==> src/rtl/fetch_unit.sv <==
// Instruction-fetch stage: owns the PC, issues one-outstanding word requests to a
// variable-latency instruction memory and presents a single slot to the F/D register.
module fetch_unit #(
  parameter logic [31:0] RESET_PC = 32'h0000_0000,
  parameter int unsigned PC_INC   = 4
) (
  input  logic        Clk,
  input  logic        Reset,
  input  logic        stall,
  input  logic        redirect,
  input  logic [31:0] redirect_pc,
  output logic        imem_req,
  output logic [31:0] imem_addr,
  input  logic [31:0] imem_rdata,
  input  logic        imem_ack,
  output logic [31:0] f_currPC,
  output logic [31:0] f_instruction,
  output logic        f_valid,
  output logic        flush
);

  typedef enum logic [1:0] {StReq, StWait, StHold, StDrain} state_e;

  state_e      state_q, state_d;
  logic [31:0] pc_q, pc_d;
  logic [31:0] slot_pc_q, slot_pc_d;
  logic [31:0] slot_instr_q, slot_instr_d;
  logic        slot_valid_q, slot_valid_d;

  assign imem_addr     = pc_q;
  assign flush         = redirect;
  assign f_currPC      = slot_pc_q;
  assign f_instruction = slot_instr_q;
  assign f_valid       = slot_valid_q;

  always_comb begin
    state_d      = state_q;
    pc_d         = pc_q;
    slot_pc_d    = slot_pc_q;
    slot_instr_d = slot_instr_q;
    slot_valid_d = slot_valid_q;
    imem_req     = ((state_q == StReq) || ((state_q == StHold) && !stall)) && !redirect;

    if (redirect) begin
      // Redirect beats stall and ack; an un-acked outstanding request must be drained.
      pc_d         = redirect_pc & ~32'd3;
      slot_pc_d    = '0;
      slot_instr_d = '0;
      slot_valid_d = 1'b0;
      if (((state_q == StWait) || (state_q == StDrain)) && !imem_ack) begin
        state_d = StDrain;
      end else begin
        state_d = StReq;
      end
    end else begin
      unique case (state_q)
        StReq: begin
          if (imem_req) state_d = StWait;
        end
        StWait: begin
          if (imem_ack) begin
            slot_pc_d    = pc_q;
            slot_instr_d = imem_rdata;
            slot_valid_d = 1'b1;
            pc_d         = pc_q + 32'(PC_INC);
            state_d      = StHold;
          end
        end
        StHold: begin
          // Slot consumed by F/D and the next request issued on the same edge.
          if (!stall) begin
            slot_pc_d    = '0;
            slot_instr_d = '0;
            slot_valid_d = 1'b0;
            state_d      = StWait;
          end
        end
        StDrain: begin
          if (imem_ack) state_d = StReq;
        end
        default: state_d = StReq;
      endcase
    end
  end

  always_ff @(posedge Clk or posedge Reset) begin
    if (Reset) begin
      state_q      <= StReq;
      pc_q         <= RESET_PC;
      slot_pc_q    <= '0;
      slot_instr_q <= '0;
      slot_valid_q <= 1'b0;
    end else begin
      state_q      <= state_d;
      pc_q         <= pc_d;
      slot_pc_q    <= slot_pc_d;
      slot_instr_q <= slot_instr_d;
      slot_valid_q <= slot_valid_d;
    end
  end

endmodule

==> config.mk <==
export PLATFORM = sky130hd
export DESIGN_NAME = fetch_unit
export DESIGN_NICKNAME = d
export VERILOG_FILES = /design/src/rtl/fetch_unit.sv
export SDC_FILE = /design/constraint.sdc
export NUM_CORES = 1
export LEC_CHECK = 0
export ABC_AREA = 1
export CAP_MARGIN = 15
export CORE_ASPECT_RATIO = 0.7
export CORE_MARGIN = 4
export CORE_UTILIZATION = 40
export DETAILED_ROUTE_END_ITERATION = 12
export PLACE_DENSITY_LB_ADDON = 0.1
export SYNTH_ARGS = -nofsm -noshare
export SYNTH_HDL_FRONTEND = slang
export SYNTH_SLANG_ARGS = --single-unit
==> constraint.sdc <==
create_clock -name Clk -period 4.7 [get_ports Clk]
set_clock_uncertainty 0.05 [all_clocks]
set_input_delay 1.41 -clock Clk [delete_from_list [all_inputs] [get_ports Clk]]
set_output_delay 1.41 -clock Clk [all_outputs]
set_load 0.02 [all_outputs]
---- After elaboration in Yosys (flattened, before gate mapping) ----
Cells that the tools add are included.
W data, S select, Z words.
cells by class
  add/sub/neg operators ................... 1
  $mul .................................... 0
  divide/modulo/power cells ............... 0
  $lt $le $gt $ge ......................... 0
  eq/ne operators ......................... 7
  shift-type cells ........................ 0
  mux-type cells .......................... 21
  bitwise logic cells ..................... 0
  reduce and logical (&&, ||, !) cells .... 15
operators with widths
  cell                     number
  $mux W32                 8
  $pmux W32 S2             2
  $add A32 B3 Y32 const B  1
  $mux W2                  6
  $ne A3 B3 Y1 const B     4
  $pmux W2 S4              1
  $eq A2 B2 Y1 const B     2
  $reduce_and A4 Y1        1
  $reduce_bool A2 Y1       2
  $logic_and A1 B1 Y1      3
  $logic_not A1 Y1         3
  $mux W1                  3
  $reduce_and A3 Y1        1
  $reduce_bool A3 Y1       1
  $eq A2 B1 Y1 const B     1
  $logic_not A2 Y1         1
  $logic_or A1 B1 Y1       2
  $pmux W1 S2              1
  $reduce_and A2 Y1        1
storage, ports and cells
  bits in registers ....................... 99
  bits in latches ......................... 0
  RAM bits ................................ 0
  memory bits (read-only) ................. 0
  bits of input ports ..................... 69
  memories kept ........................... 0

---- Logic depth before layout (Yosys ltp) ----
Gate-level depths: netlist (run 1).
  word-level depth ........................ 7
  mapped depth ............................ 10

---- Worst setup path before layout (run 1) ----
Ideal clock, no wire load.
  path kind ............................... input port to output port
  start ................................... input port redirect
  end ..................................... output port imem_req
  arrival ................................. 1.731 ns
  required time ........................... 3.240 ns
  setup slack ............................. 1.509 ns
  stages .................................. 3
  path buffers ............................ 0
  path through ............................ nor2_1 > nand2_1 > inv_1
on the way
  word-level cells in the longest chain between the ends .. 2
RTL lines
  what                 line  text
  from (decl)          10    input logic redirect,
  $logic_not A1 Y1     42    imem_req = ((state_q == StReq) || ((state_q == StHold) && !stall)) && !redirect;
  $logic_and A1 B1 Y1  42
  to (decl)            12    output logic imem_req,
No other way between the ends.

---- Worst setup path after layout (run 1) ----
Same ends and word-level chain as after synthesis.

==> results of run 1 <==
[registers in the layout (all words and copies together) (netlist names)]
signal	count
state_q	2
f_instruction	32
f_valid	1
f_currPC	31
imem_addr	30
[worst reg2reg max path, delay by kind of cell (launching register included)]
| kind | cells | cell delay (ns) |
|---|---|---|
| AND/OR/NAND/NOR | 9 | 1.33 |
| adder cells (fa/ha/maj) | 1 | 0.29 |
| flip-flops | 1 | 0.43 |
[worst min path at each step]
stage                            startpoint  slack, ns  cells after the start                            to
6_report            f_currPC[1]$_DFFE_PP0P_       0.48                      2       f_currPC[1]$_DFFE_PP0P_
3_3_place_gp        f_currPC[1]$_DFFE_PP0P_       0.45                      2       f_currPC[1]$_DFFE_PP0P_
2_1_floorplan        state_q[0]$_DFFE_PP0P_       0.52                      3        state_q[0]$_DFFE_PP0P_
3_5_place_dp   f_instruction[0]$_DFFE_PP0P_       0.47                      2  f_instruction[0]$_DFFE_PP0P_
5_1_grt        f_instruction[1]$_DFFE_PP0P_       0.51                      2  f_instruction[1]$_DFFE_PP0P_
4_1_cts        f_instruction[0]$_DFFE_PP0P_       0.48                      2  f_instruction[0]$_DFFE_PP0P_
[cells in the final DEF (no fill, tap or decap), types with 3 or more instances in the layout]
master,count
xor2_1,5
and2_1,3
clkdlybuf4s50_1,163
a31oi_1,3
nand2_1,194
buf_4,5
a21oi_1,5
o22ai_1,28
nand3_1,37
o221ai_1,3
nor2_1,47
inv_1,107
o21ai_0,55
inv_2,3
clkbuf_16,9
dfrtp_1,96
[layout make-up]
| cell class | instances | share of cell area, % |
|---|---|---|
| Sequential cell | 96 | 35.2 |
| Multi-Input combinational cell | 396 | 26.4 |
| Timing Repair Buffer | 169 | 24.7 |
| Inverter | 111 | 6.13 |
| Clock buffer | 10 | 3.50 |
| Tap cell | 153 | 2.80 |
| Clock inverter | 6 | 1.32 |
[cell families after synthesis]
family | Yosys count | share of synthesized area (%)
buf+inv | 138 | 11.7
compound gates | 102 | 12.1
xor+xnor | 5 | 0.922
fa+ha+maj | 1 | 0.263
flops | 96 | 50.6
simple gates | 286 | 24.3
other cells | 1 | 0.0789
[through the flow]
stage	setup WS (ns)	instance area [um2]	total power [mW]	utilization (%)
floorplan	0.735	4750	1.43	-
global placement	0.510	6500	1.78	57.6
detailed placement	0.519	6500	1.79	57.6
CTS	0.514	6830	2.61	60.5
global route	0.403	6830	2.73	60.5
finish	0.518	6830	2.60	60.5
[routing by layer]
metal	wire length (um)	GRT usage (%)
met4	134	5.01
met2	6330	32.7
met1	6990	30.8
met3	1230	6.49
met5	0	0
[report_power, final]
group	internal (mW)	switching (mW)	total (mW)
logic	0.319	0.431	0.750
clock network	0.484	0.334	0.819
registers	0.925	0.104	1.03
total	1.73	0.869	2.60
==> impl_metrics.tcl, run 1 <==
set metrics [dict create \
    synth_flop_cell "dfrtp_1" \
    max_slew_margin_pct 38.6 \
    antenna_cells 0 \
    r2r_end "imem_addr[26]$_DFFE_PP0P_" \
    overflow 0 \
    synthCells 629 \
    yosys-top-cells-count "nand2_1, inv_1, dfrtp_1" \
    yosysTopAreaCellShare_pct 50.6 \
    wl_um 14700 \
    initial_core_util_pct 42.1 \
    synth_edf_count 0 \
    r2r_setup_slack_ns 2.51 \
    postSynthAreaPerCell_um2 7.55 \
    status "finished, final reports clean" \
    post-cts-setup-buffer-count 0 \
    cp.required_ns 3.24 \
    numCtsBuffers 9 \
    fin_crit_sh_pct 89.0 \
    setup-tns-final_ns 0 \
    synth_seq_area_share_pct 50.6 \
    post_route_cells_drive_above_1_share_pct 4.06 \
    synth-seq-cells 96 \
    route.detailed.drc 0 \
    min_period_ns 4.18 \
    portBuffers 163 \
    cp_num_buf_inv 3 \
    synth_area_mm2 0.00475 \
    die_w_um 138 \
    ant_nets 0 \
    setup.worst_path.start_class "primary input" \
    die_h_um 99.2 \
    power_density_mw_per_mm2 380 \
    rsz0062_at_grt "no" \
    clk-insertion-delay-late_ns 0.34 \
    setup.worst_path.class "primary input to output pin" \
    fin_nets 853 \
    cp_common_cell "clkdlybuf4s50_1" \
    gp_congestion 0.857 \
    clockBufferDepth 2 \
    setup_viol 0 \
    register_area_mm2 0.00240 \
    dp_hpwl_um 10400 \
    worstMarginPinSlew_ns 0.920 \
    cts-htree-levels 3 \
    slew_viol_final 0 \
    clk_pin_slew_worst_paths_ns 0.07 \
    ir_worst_vdd_uv 213 \
    coreArea_mm2 0.0113 \
    p_leak_nw 3.01 \
    crit_family "buffers and inverters" \
    drv_cap 0 \
    hold_viol_final 0 \
    synth_most_common_cell "nand2_1" \
    cp_cell_sequence "clkdlybuf4s50_1, nor2_1, nand2_1, inv_1, clkdlybuf4s50_1" \
    grt_pass1_vias 4519 \
    crit_arrival_ns 2.72 \
    synth_largest_area_cell "dfrtp_1" \
    multiInputGateArea_mm2 0.00180 \
    grt_max_degree 63 \
    end_kind "output pin" \
    hold_buffers 0 \
    finalNonFillerCells 941 \
    yosysWarnings 0 \
    track_usage_pct 21.7 \
    root_buffer "clkbuf_16" \
    startpoint "redirect" \
    r2r-start "imem_addr[3]$_DFFE_PP0P_" \
    dieArea_mm2 0.0137 \
    critPathSlowestCell "clkdlybuf4s50_1" \
    critPathMaxStageDelay_ns 0.59 \
    post_cts_resized 0 \
    ioPinCount 168 \
    cp.depth 5 \
    r2r_cells 10 \
    dp_cells 925 \
    ys_types 28 \
    vias 4561 \
    cts_sinks 96 \
    async_flop_share_pct 100 \
    fillCellCount 1038 \
    antenna_found_initial 0 \
    max_freq_ghz 0.239 \
    area.growth.synth_to_final_pct 43.9 \
    cts_tree "built" \
    fp-row-count 32 \
    drt-initial-drc-count 263 \
    endpoint "imem_req" \
    synth.area.top_cells "dfrtp_1, nand2_1, inv_1" \
    crit_fanout 3 \
    hp-class "flip-flop to flip-flop" \
    drt_pass1_iterations 5 \
    viasPerCell 4.85 \
    wl_per_cell_um 15.6 \
    holdWs_ns 0.478 \
    grt_pass1_wl_um 24000 \
]
Note: power is estimated with default switching activity, not from simulation.
==> run 2: changes to the inputs <==
--- a/config.mk
+++ b/config.mk
@@ -5,7 +5,7 @@
 export SDC_FILE = /design/constraint.sdc
 export NUM_CORES = 1
 export LEC_CHECK = 0
-export ABC_AREA = 1
+export ABC_AREA = 0
 export CAP_MARGIN = 15
 export CORE_ASPECT_RATIO = 0.7
 export CORE_MARGIN = 4
==> impl_metrics.tcl, run 2 <==
set metrics [dict create \
    fin_nets 593 \
    route.detailed.drc 0 \
    synth.area.top_cells "dfrtp_1, a22o_1, a31oi_1" \
    grt_max_degree 65 \
    antenna_cells 0 \
    grt_pass1_wl_um 18600 \
    dp_hpwl_um 8310 \
    die_h_um 93.8 \
    drt_pass1_iterations 4 \
    synth_most_common_cell "dfrtp_1" \
    drt-initial-drc-count 189 \
    antenna_found_initial 0 \
    hold_depth 1 \
    crit_family "buffers and inverters" \
    setup_viol 0 \
    wl_per_cell_um 18.0 \
    r2r_cells 5 \
    cp_common_cell "clkdlybuf4s50_1" \
    post_cts_resized 0 \
    synth_largest_area_cell "dfrtp_1" \
    met1_usage_pct 29.2 \
    numCtsBuffers 9 \
    drv_cap 0 \
    cts-htree-levels 3 \
    finalNonFillerCells 660 \
    ys_types 46 \
    clockBufferDepth 2 \
    crit_fanout 3 \
    die_w_um 131 \
    root_buffer "clkbuf_16" \
    fp-row-count 31 \
    grt_pass1_vias 3454 \
    ioPinCount 168 \
    hold_path_end "f_valid$_DFFE_PP0P_" \
    r2r-start "imem_addr[2]$_DFFE_PP0P_" \
    crit_arrival_ns 2.82 \
    r2r_end "imem_addr[28]$_DFFE_PP0P_" \
    synth_edf_count 0 \
    setup.worst_path.class "primary input to output pin" \
    power_density_mw_per_mm2 378 \
    area.growth.synth_to_final_pct 49.5 \
    post_route_cells_drive_above_1_share_pct 6.25 \
    clk_pin_slew_worst_paths_ns 0.06 \
    cts_tree "built" \
    yosysTopAreaCellShare_pct 57.1 \
    worstMarginPinSlew_ns 0.901 \
    worst_slack_ns 0.418 \
    ant_nets 0 \
    largest_reg_flops 32 \
    status "finished, final reports clean" \
    synth_seq_area_share_pct 57.1 \
    hold_buffers 0 \
    synthCells 372 \
    cp.required_ns 3.24 \
    cp_cell_sequence "clkdlybuf4s50_1, a211oi_1, clkdlybuf4s50_1" \
    place_area_mm2 0.00593 \
    async_flop_share_pct 100 \
    gp_congestion 0.756 \
    wl_um 11900 \
    grtUsageMet2_pct 27.7 \
    overflow 0 \
    critPathMaxStageDelay_ns 0.66 \
    yosys-top-cells-count "dfrtp_1, a22o_1, nand2_1" \
    post-cts-setup-buffer-count 0 \
    pre_cts_ws_ns 0.433 \
    hold_viol_final 0 \
    gr-max-usage-layer "met1" \
    viasPerCell 5.45 \
    min_period_ns 4.28 \
    max_freq_ghz 0.234 \
    final_area_mm2 0.00630 \
    ir_worst_vdd_uv 188 \
    clk-insertion-delay-late_ns 0.34 \
    fin_crit_sh_pct 91.1 \
    setup-tns-final_ns 0 \
    synth-seq-cells 96 \
    vias 3595 \
    dp_cells 644 \
    slew_viol_final 0 \
    final_common_cell "clkdlybuf4s50_1" \
    cts_sinks 96 \
    critPathSlowestCell "clkdlybuf4s50_1" \
    final_cell_mix "clkdlybuf4s50_1, dfrtp_1, a22o_1" \
    initial_core_util_pct 40.8 \
    yosysWarnings 0 \
    coreArea_mm2 0.0103 \
    synth_area_mm2 0.00421 \
    r2r_setup_slack_ns 2.28 \
    dieArea_mm2 0.0123 \
    hp-class "flip-flop to flip-flop" \
    use_met3_pct 5.40 \
    p_leak_nw 2.62 \
    track_usage_pct 19.6 \
    power_mw 2.38 \
    min_from "f_valid$_DFFE_PP0P_" \
    portBuffers 163 \
    synth_flop_cell "dfrtp_1" \
    end_kind "output pin" \
    cp_num_buf_inv 2 \
    postSynthAreaPerCell_um2 11.3 \
    rsz0062_at_grt "no" \
    max_slew_margin_pct 39.9 \
    setup.worst_path.start_class "primary input" \
]
## run 2: changes by cell type after synthesis, sizes merged, moves of 27 or more
cell and delta:
inv -102, a22o +62, nand2 -172, o22ai -27, o21ai -41, nor2 -31
## run 2: per-layer routing
metal / share of wire, % / vias to the layer above / routed length, um
met3: 7.2 / 12 / 856
li1: - / 1706 / -
met2: 43 / 136 / 5100
met1: 49 / 1741 / 5790
met5: 0 / - / 0
met4: 1.3 / 0 / 158
## run 2: cell type report
cell class	instances	area, um2
Timing Repair Buffer	169	1690
Clock inverter	6	138
Fill cell	847	4020
Sequential cell	96	2400
Multi-Input combinational cell	238	1640
Inverter	9	36.3
Tap cell	132	165
Clock buffer	10	229
## run 2: how the worst max path moves through the flow
stage	slack, ns	cells past startpoint	endpoint	start
floorplan	0.73	1	f_currPC[10]$_DFFE_PP0P_	Reset
global placement	0.45	3	imem_req	stall
detailed placement	0.43	3	imem_req	stall
CTS	0.41	3	imem_req	stall
global route	0.35	3	imem_req	stall
finish	0.42	3	imem_req	stall
## run 2: logic make-up (layout without fill, tap and decap cells)
logic type | after synthesis | count (layout) | share of synthesized area [%]
compound gates | 114 | 114 | 21.0
simple gates | 108 | 108 | 14.3
flops | 96 | 96 | 57.1
buf+inv | 39 | 194 | 4.52
xor+xnor | 12 | 12 | 2.50
fa+ha+maj | 1 | 1 | 0.297
other cells | 1 | 2 | 0.0891
mux | 1 | 1 | 0.238
## run 2: report_power, final
part | internal (mW) | switching (mW)
sequential | 0.900 | 0.0838
clock | 0.578 | 0.312
combinational | 0.251 | 0.254
## run 2: per-stage QoR
| stage | util [%] | hold WS [ns] |
|---|---|---|
| floorplan | - | 0.524 |
| global placement | 57.5 | 0.411 |
| detailed placement | 57.5 | 0.415 |
| CTS | 61.0 | 0.430 |
| global route | 61.0 | 0.465 |
| finish | 61.0 | 0.424 |
